[src/rtl/shift_request_sequencer.sv]
// shift_request_sequencer: FIFO-buffered request front end for the combinational 8-bit right shifter
// Ports: clk/reset (async, active-high); in_valid/in_ready/in_data/in_shift request stream;
// sh_memory/sh_shift drive the shifter, sh_shout returns its result; out_valid/out_ready/out_data/out_shift
// result stream; count is FIFO occupancy; err is a sticky result-check flag, present only with
// SHIFT_SEQ_CHECK_EN defined (tied to 0 otherwise).
module shift_request_sequencer #(
  parameter int DEPTH = 4,
  parameter int DATA_W = 8,
  parameter int SHIFT_W = 3
)(
  input  logic                     clk,
  input  logic                     reset,
  input  logic                     in_valid,
  output logic                     in_ready,
  input  logic [DATA_W-1:0]        in_data,
  input  logic [SHIFT_W-1:0]       in_shift,
  output logic [DATA_W-1:0]        sh_memory,
  output logic [SHIFT_W-1:0]       sh_shift,
  input  logic [DATA_W-1:0]        sh_shout,
  output logic                     out_valid,
  input  logic                     out_ready,
  output logic [DATA_W-1:0]        out_data,
  output logic [SHIFT_W-1:0]       out_shift,
  output logic [$clog2(DEPTH):0]   count,
  output logic                     err
);
  localparam int AW = $clog2(DEPTH);
  logic [DATA_W-1:0]  fifo_data [DEPTH];
  logic [SHIFT_W-1:0] fifo_shift [DEPTH];
  logic [AW-1:0]      wr_ptr, rd_ptr;
  logic               iss_vld, res_vld;
  logic [DATA_W-1:0]  iss_data, res_data;
  logic [SHIFT_W-1:0] iss_shift, res_shift;
  logic               push, res_take, iss_load;
  assign in_ready  = !reset && (count < (AW+1)'(DEPTH));
  assign push      = in_valid && in_ready;
  assign res_take  = iss_vld && (!res_vld || out_ready);
  assign iss_load  = (count != '0) && (!iss_vld || res_take);
  assign sh_memory = iss_vld ? iss_data : '0;
  assign sh_shift  = iss_vld ? iss_shift : '0;
  assign out_valid = res_vld;
  assign out_data  = res_data;
  assign out_shift = res_shift;
  always_ff @(posedge clk) begin
    if (push) begin
      fifo_data[wr_ptr]  <= in_data;
      fifo_shift[wr_ptr] <= in_shift;
    end
  end
  always_ff @(posedge clk or posedge reset) begin
    if (reset) begin
      wr_ptr    <= '0;
      rd_ptr    <= '0;
      count     <= '0;
      iss_vld   <= 1'b0;
      iss_data  <= '0;
      iss_shift <= '0;
      res_vld   <= 1'b0;
      res_data  <= '0;
      res_shift <= '0;
    end else begin
      if (push) wr_ptr <= wr_ptr + 1'b1;
      if (iss_load) rd_ptr <= rd_ptr + 1'b1;
      count <= count + {{AW{1'b0}}, push} - {{AW{1'b0}}, iss_load};
      if (iss_load) begin
        iss_vld   <= 1'b1;
        iss_data  <= fifo_data[rd_ptr];
        iss_shift <= fifo_shift[rd_ptr];
      end else if (res_take) iss_vld <= 1'b0;
      if (res_take) begin
        res_vld   <= 1'b1;
        res_data  <= sh_shout;
        res_shift <= iss_shift;
      end else if (res_vld && out_ready) res_vld <= 1'b0;
    end
  end
`ifdef SHIFT_SEQ_CHECK_EN
  always_ff @(posedge clk or posedge reset) begin
    if (reset) err <= 1'b0;
    else if (res_take && (sh_shout != (iss_data >> iss_shift))) err <= 1'b1;
  end
`else
  assign err = 1'b0;
`endif
endmodule

[config.mk]
export PLATFORM = sky130hd
export DESIGN_NAME = shift_request_sequencer
export DESIGN_NICKNAME = d
export VERILOG_FILES = /design/src/rtl/shift_request_sequencer.sv
export SDC_FILE = /design/constraint.sdc
export NUM_CORES = 1
export LEC_CHECK = 0
export BUFFER_PORTS_ARGS = -buffer_cell sky130_fd_sc_hd__buf_4
export CORE_MARGIN = 2
export CORE_UTILIZATION = 33
export DETAILED_ROUTE_END_ITERATION = 10
export SYNTH_ARGS = -nofsm -noshare
export SYNTH_HDL_FRONTEND = slang
export SYNTH_SLANG_ARGS = --single-unit
[constraint.sdc]
create_clock -name clk -period 3 [get_ports clk]
set_input_delay 0.3 -clock clk [delete_from_list [all_inputs] [get_ports clk]]
set_output_delay 0.3 -clock clk [all_outputs]
set_load 0.005 [all_outputs]
==> results of run 1 <==
[per-stage QoR]
stage	total power, µW	utilization [%]	setup WS [ns]	cells	instance area (µm²)
after floorplan	2200	-	0.835	160	3010
after global placement	2620	39.8	0.816	313	3480
after detailed placement	2640	39.8	0.744	313	3480
after CTS	3470	42.2	0.734	329	3700
after global routing	3620	42.2	0.554	329	3700
final	3410	42.2	0.733	329	3700
[registers in the layout (all words and copies together), names as in the netlist]
signal and flops:
iss_shift 3, rd_ptr 2, fifo_data 32, fifo_shift 12, iss_data 8, wr_ptr 2, out_data 8, count 3
out_valid 1, out_shift 3, iss_vld 1
[cell families (layout without fill, tap and decap cells)]
| kind of cell | after synthesis | count (layout) | synth area share (%) |
|---|---|---|---|
| AOI/OAI and AO/OA | 1 | 1 | 0.291 |
| xor gates and xnor gates | 5 | 5 | 1.46 |
| adders and majority gates | 7 | 7 | 3.16 |
| buffers and inverters | 13 | 74 | 2.21 |
| DFF | 75 | 75 | 69.7 |
| muxes | 34 | 34 | 18.2 |
| other | 1 | 1 | 0.125 |
| and+or+nand+nor | 24 | 24 | 4.79 |
[Yosys cell counts, types with 2 or more instances]
cell type	number	area [µm²]
inv_1	7	26.3
dfrtp_1	31	776
nand3b_1	2	15.0
mux2_4	8	120
buf_2	2	10.0
buf_4	2	15.0
mux4_2	8	180
mux2_2	15	169
ha_1	6	75.1
and2_1	12	75.1
nand2_1	2	7.51
mux4_1	3	78.8
edfxtp_1	44	1320
and3_1	4	25.0
nand2b_1	2	12.5
xnor2_1	4	35.0
[metal layers]
metal  track usage, %  vias up  routed length, µm
met1             13.4      730               2240
met5                0        -                  0
li1                 -      700                  -
met3             2.53        7                269
met4             6.01        0                 90
met2             17.4       44               2490
[worst paths after layout]
| check | endpoint | slack [ns] | cells after the start |
|---|---|---|---|
| max | count[2] | 0.73 | 9 |
| min reg2reg | iss_data[7] | 0.51 | 1 |
| min | wr_ptr[1] | 0.06 | 3 |
| max in group asynchronous | out_shift[1] | 2.66 | 3 |
| min in group clk | fifo_data[2][6] | 0.17 | 1 |
| max reg2reg | count[2] | 0.73 | 9 |
[cells in the final DEF, fill, tap and decap left out, drive strengths merged, types with 6 or more instances in the layout]
master	count
edfxtp	44
clkbuf	10
dfrtp	31
buf	51
mux4	11
ha	6
mux2	23
inv	7
and2	12
[tightest hold or removal path, cell delays in order]
cell	delay [ns]
buf_4	0.11
inv_1	0.04
buf_4	0.36
[power by group through the flow]
stage | logic, µW | registers (µW) | clock network, µW
2_1_floorplan | 740 | 1460 | 0
3_3_place_gp | 1060 | 1560 | 0
3_5_place_dp | 1060 | 1570 | 0
4_1_cts | 1070 | 1550 | 852
5_1_grt | 1140 | 1590 | 890
6_report | 1040 | 1540 | 830
[final cells by class]
| cell class | count | share of cell area [%] |
|---|---|---|
| Multi-Input combinational cell | 72 | 22.8 |
| Sequential cell | 75 | 56.7 |
| Timing Repair Buffer | 51 | 10.3 |
| Clock buffer | 10 | 3.72 |
| Tap cell | 108 | 3.65 |
| Inverter | 7 | 0.710 |
| Clock inverter | 6 | 2.13 |
==> metrics.md, run 1 <==
| Metric | Value |
|---|---|
| Final #Nets | 246 |
| Critical path's top delay family | adder cells |
| WP buf/inv | 2 |
| Initial core utilization | 34.3% |
| Clk slew on worst S/H paths | 0.08 ns |
| Synth async-reset ratio | 41.3% |
| YS warnings | 0 |
| Crit path launch | count[2] |
| TritonCTS Buffers | 9 |
| Worst slew pin tran | 0.809 ns |
| Cells after Synth | 160 |
| Comb power frac | 30.4% |
| Skew-Pair Late Insertion Delay | 0.33 ns |
| Startpoint types | register |
| Initial drt markers | 58 |
| Port Buffer Count | 49 |
| Max Cap Viol | 0 |
| Cts repair resizes | 0 |
| Slew headroom | 46.1% |
| Max-slew violations | 0 |
| Routed length per instance | 15.5 µm |
| Sequential-to-total area share from yosys stat | 69.7% |
| Synth Flop Type | edfxtp_1 |
| CTS tree | yes |
| Antenna Violating Nets Remaining | 0 |
| Hold-fix buffers, CTS | 0 |
| Fin Clk Skew | 0.00627 ns |
| Post-synth cell types | 24 |
| Share of post-route cells with drive strength above 1 | 43.9% |
| Row Count | 34 |
| Area grow syn2layout | 23.1% |
| RSZ-0062 raised after global routing | no |
| GPL Wtd Cong | 0.685 |
| Synth Net Count | 190 |
| Routed WL | 5090 µm |
| DRT Pass-1 Iters | 4 |
| Core area | 8760 µm² |
| Switch Pwr | 911 µW |
| Worst EP required | 3.22 ns |
| Slowest stage delay, CP | 0.44 ns |
| Filler cells | 806 |
| Fin crit share | 75.6% |
| Sw frac | 26.7% |
| Die Area | 9890 µm² |
| First-pass GRT wire length | 7760 µm |
| Internal Power | 2500 µW |
| Largest net degree at the start of global routing | 32 |
| Initial antenna violation count | 0 |
| Setup TNS | 0 ns |
| Setup bufs post-CTS | 0 |
| Highest-delay cell along the critical path | dfrtp_1 |
| Clock tree buffer depth | 2 |
| Critical Setup Path Class | reg -> reg |
| Max Freq | 441 MHz |
| Post-Syn Area | 3010 µm² |
| Chip Height | 99.5 µm |
| Worst setup EP type | register |
| Storage cell area | 2100 µm² |
| Remaining design rule violation count | 0 |
| Post-DP HPWL | 3310 µm |
| Yosys reg bits | 75 |
| Clock sink total | 75 |
| Final Hold Fails | 0 |
| Cell Chain, Critical Path | nor2_1, and2_1, inv_1, ha_1, inv_1, ha_1, fa_1, xnor2_1, xnor2_1 |
| Pwr per Cell Area | 921 nW/µm² |
| Multi-input gate area | 843 µm² |
| Via count | 1481 |
| Run status | finished clean |
| Setup-failing EPs final | 0 |
| # diodes | 0 |
| WHS | 0.0569 ns |
| I/O pin cnt | 51 |
| H-tree Lvls | 3 |
| CP Data Arrival Time | 2.49 ns |
| Number of global-route vias before repair | 1485 |
| Clock power frac | 24.4% |
| Reg power frac | 45.2% |
| Via density | 4.50 |
| Avg Cell Area, Syn | 18.8 µm² |
| Final min period | 2.27 ns |
| Worst vdd ir | 0.297 mV |
| HP Class | in -> async |
| Die width | 99.5 µm |
| GRT Overall Usage | 10.8% |
| Gr ovfl total | 0 |
| Worst r2r src | count[2] |
| CP Max Fanout | 6 |
| Root Buffer | clkbuf_8 |
| Leakage power | 0.00149 µW |
| Post-synth EDFFs | 44 |
Note: power is estimated with default switching activity, not from simulation.
==> run 2: changes to the inputs <==
--- a/config.mk
+++ b/config.mk
@@ -5,6 +5,7 @@
 export SDC_FILE = /design/constraint.sdc
 export NUM_CORES = 1
 export LEC_CHECK = 0
+export ABC_AREA = 1
 export BUFFER_PORTS_ARGS = -buffer_cell sky130_fd_sc_hd__buf_4
 export CORE_MARGIN = 2
 export CORE_UTILIZATION = 33
==> constraint.sdc (replaced) <==
create_clock -name clk -period 2.2 [get_ports clk]
set_input_delay 0.22 -clock clk [delete_from_list [all_inputs] [get_ports clk]]
set_output_delay 0.22 -clock clk [all_outputs]
set_load 0.005 [all_outputs]
==> metrics.md, run 2 <==
| Metric | Value |
|---|---|
| Largest net degree at the start of global routing | 32 |
| CP Data Arrival Time | 2.33 ns |
| Clock tree buffer depth | 2 |
| HP Class | in -> reg |
| Filler cells | 961 |
| Setup-failing EPs final | 0 |
| Post-DP HPWL | 4290 µm |
| Fin area | 4020 µm² |
| R2R cell count | 10 |
| Pwr per Cell Area | 1260 nW/µm² |
| Top cell type by total area after synthesis | edfxtp_1 |
| Cells after Synth | 343 |
| R2R Setup Slk | 0.19 ns |
| Antenna Violating Nets Remaining | 0 |
| Multi-input gate area | 836 µm² |
| TritonCTS Buffers | 9 |
| Max FFs per register | 32 |
| Initial antenna violation count | 0 |
| Critical Setup Path Class | in -> reg |
| Worst EP required | 2.46 ns |
| Sequential-to-total area share from yosys stat | 64.2% |
| Skew-Pair Late Insertion Delay | 0.34 ns |
| Largest family of logic cells by synthesized area | simple AND/OR/NAND/NOR gates |
| Die width | 103 µm |
| Adder-cell share of the synthesized area | 2.91% |
| Die Area | 10700 µm² |
| Run status | finished clean |
| Leakage power | 0.00206 µW |
| Initial drt markers | 91 |
| Worst vdd ir | 0.578 mV |
| Remaining design rule violation count | 0 |
| Post-Syn Area | 3270 µm² |
| Number of global-route vias before repair | 2306 |
| Worst r2r src | count[1] |
| Final min period | 2.07 ns |
| Final Hold Fails | 0 |
| Final #Nets | 433 |
| Root Buffer | clkbuf_8 |
| RSZ-0062 raised after global routing | no |
| Routed WL | 6640 µm |
| Post-synth EDFFs | 44 |
| Synth Net Count | 373 |
| GPL Wtd Cong | 0.689 |
| # diodes | 0 |
| H-tree Lvls | 3 |
| Avg Cell Area, Syn | 9.52 µm² |
| Port Buffer Count | 49 |
| Post-synth top cells | nand2_1 (128), inv_1 (68), edfxtp_1 (44) |
| Core area | 9680 µm² |
| Largest Register | fifo_data |
| Max-slew violations | 0 |
| Synth Flop Type | edfxtp_1 |
| Synth Area in Compound Gates | 0.307% |
| Clock sink total | 75 |
| Synth async-reset ratio | 41.3% |
| Post-synth cell types | 19 |
| Top cells by area, synth | edfxtp_1 (40%), dfrtp_1 (24%), nand2_1 (15%) |
| GRT Overall Usage | 13.9% |
| Row Count | 36 |
| Commonest cells after routing, fill and taps aside | nand2_1 (128), inv_1 (68), buf_4 (61), edfxtp_1 (44), nand3_1 (34) |
| Fin Clk Skew | 0.00668 ns |
| Worst setup EP type | register |
| CP Max Fanout | 2 |
| Share of post-route cells with drive strength above 1 | 18.6% |
| Top cell type's share of synthesized area | 40.5% |
| Max Freq | 483 MHz |
| Commonest non-fill, non-tap cell in the layout | nand2_1 |
| Startpoint types | input pin |
| Crit path capture | count[2] |
| I/O pin cnt | 51 |
| First-pass GRT wire length | 11000 µm |
| Fin crit share | 94.0% |
| Storage cell area | 2100 µm² |
| DRT Pass-1 Iters | 5 |
| Routed length per instance | 12.3 µm |
| Mux cell area share after synthesis | 0% |
| Gr ovfl total | 0 |
| Max Cap Viol | 0 |
| Yosys reg bits | 75 |
| CTS tree | yes |
| YS warnings | 0 |
| DP Area | 3820 µm² |
| Via density | 4.24 |
| Top-count cell post-synth | nand2_1 |
| Setup TNS | 0 ns |
| Clk slew on worst S/H paths | 0.07 ns |
| Largest regs | fifo_data (32), fifo_shift (12) |
| Chip Height | 103 µm |
| Via count | 2296 |
| FF-to-FF End | count[2] |
| Simple-gate area share of the yosys netlist | 20.9% |
| Initial core utilization | 33.7% |
| Crit path launch | reset |
| XOR/XNOR share of the synthesized area | 1.34% |
| Area grow syn2layout | 23.0% |
-- run 2: critical path, cell delays in order --
cell and delay (ns):
dlygate4sd3_1 0.54, buf_4 0.14, nor2_1 0.11, nand2_1 0.09, ha_1 0.28, inv_1 0.04, ha_1 0.18, fa_1 0.37
xnor2_1 0.19, xor2_1 0.18
-- run 2: how the worst min path moves through the flow --
stage | to | start | slack [ns] | depth (start not counted)
3_5_place_dp | count[2] | reset | 0.35 | 3
5_1_grt | fifo_data[2][1] | in_data[1] | 0.06 | 1
3_3_place_gp | count[2] | reset | 0.35 | 3
4_1_cts | fifo_data[1][1] | in_data[1] | 0.06 | 1
6_report | fifo_data[0][1] | in_data[1] | 0.08 | 1
2_1_floorplan | count[0] | reset | 0.32 | 1
-- run 2: cell families after synthesis --
| logic type | count (synthesis) |
|---|---|
| adders and majority gates | 7 |
| DFF | 75 |
| other | 1 |
| xor gates and xnor gates | 5 |
| and+or+nand+nor | 170 |
| AOI/OAI and AO/OA | 2 |
| buffers and inverters | 83 |
-- run 2: metal layers --
metal | global-route usage (%) | wire (µm) | up-vias
li1 | - | - | 1155
met1 | 16.7 | 3060 | 1074
met2 | 23.9 | 3160 | 60
met3 | 4.50 | 361 | 7
met4 | 3.95 | 62 | 0
met5 | 0 | 0 | -
-- run 2: through the flow --
stage / hold slack (ns) / total power [µW] / instances / worst slack, ns / utilization, %
after global placement: 0.346 / 4030 / 524 / 0.271 / 39.4
after floorplan: 0.319 / 3280 / 343 / 0.105 / -
after global routing: 0.0555 / 5510 / 541 / 0.00864 / 41.5
final: 0.0781 / 5040 / 541 / 0.131 / 41.5
after detailed placement: 0.352 / 4100 / 524 / 0.174 / 39.4
after CTS: 0.0639 / 5120 / 541 / 0.124 / 41.5
-- run 2: repair_timing --
action	in CTS	in global routing
hold endpoints to repair	31	0
hold buffers	1	0
gates resized for setup	0	0
setup buffers	0	0
-- run 2: report_power, final --
| group | switching, µW | internal [µW] | total (µW) | leakage [µW] |
|---|---|---|---|---|
| combinational | 1140 | 840 | 1980 | 0.00120 |
| clock | 463 | 551 | 1010 | 0.0000951 |
| sequential | 192 | 1850 | 2050 | 0.000767 |
| total | 1800 | 3250 | 5040 | 0.00206 |
-- run 2: final cells by class --
type,instances,share of cell area [%]
clock buffers,13,3.71
clock inverters,3,0.965
inverters,70,6.54
multi-input cells,185,20.8
flip-flops and latches,75,52.2
well taps,133,4.14
repair buffers,62,11.6
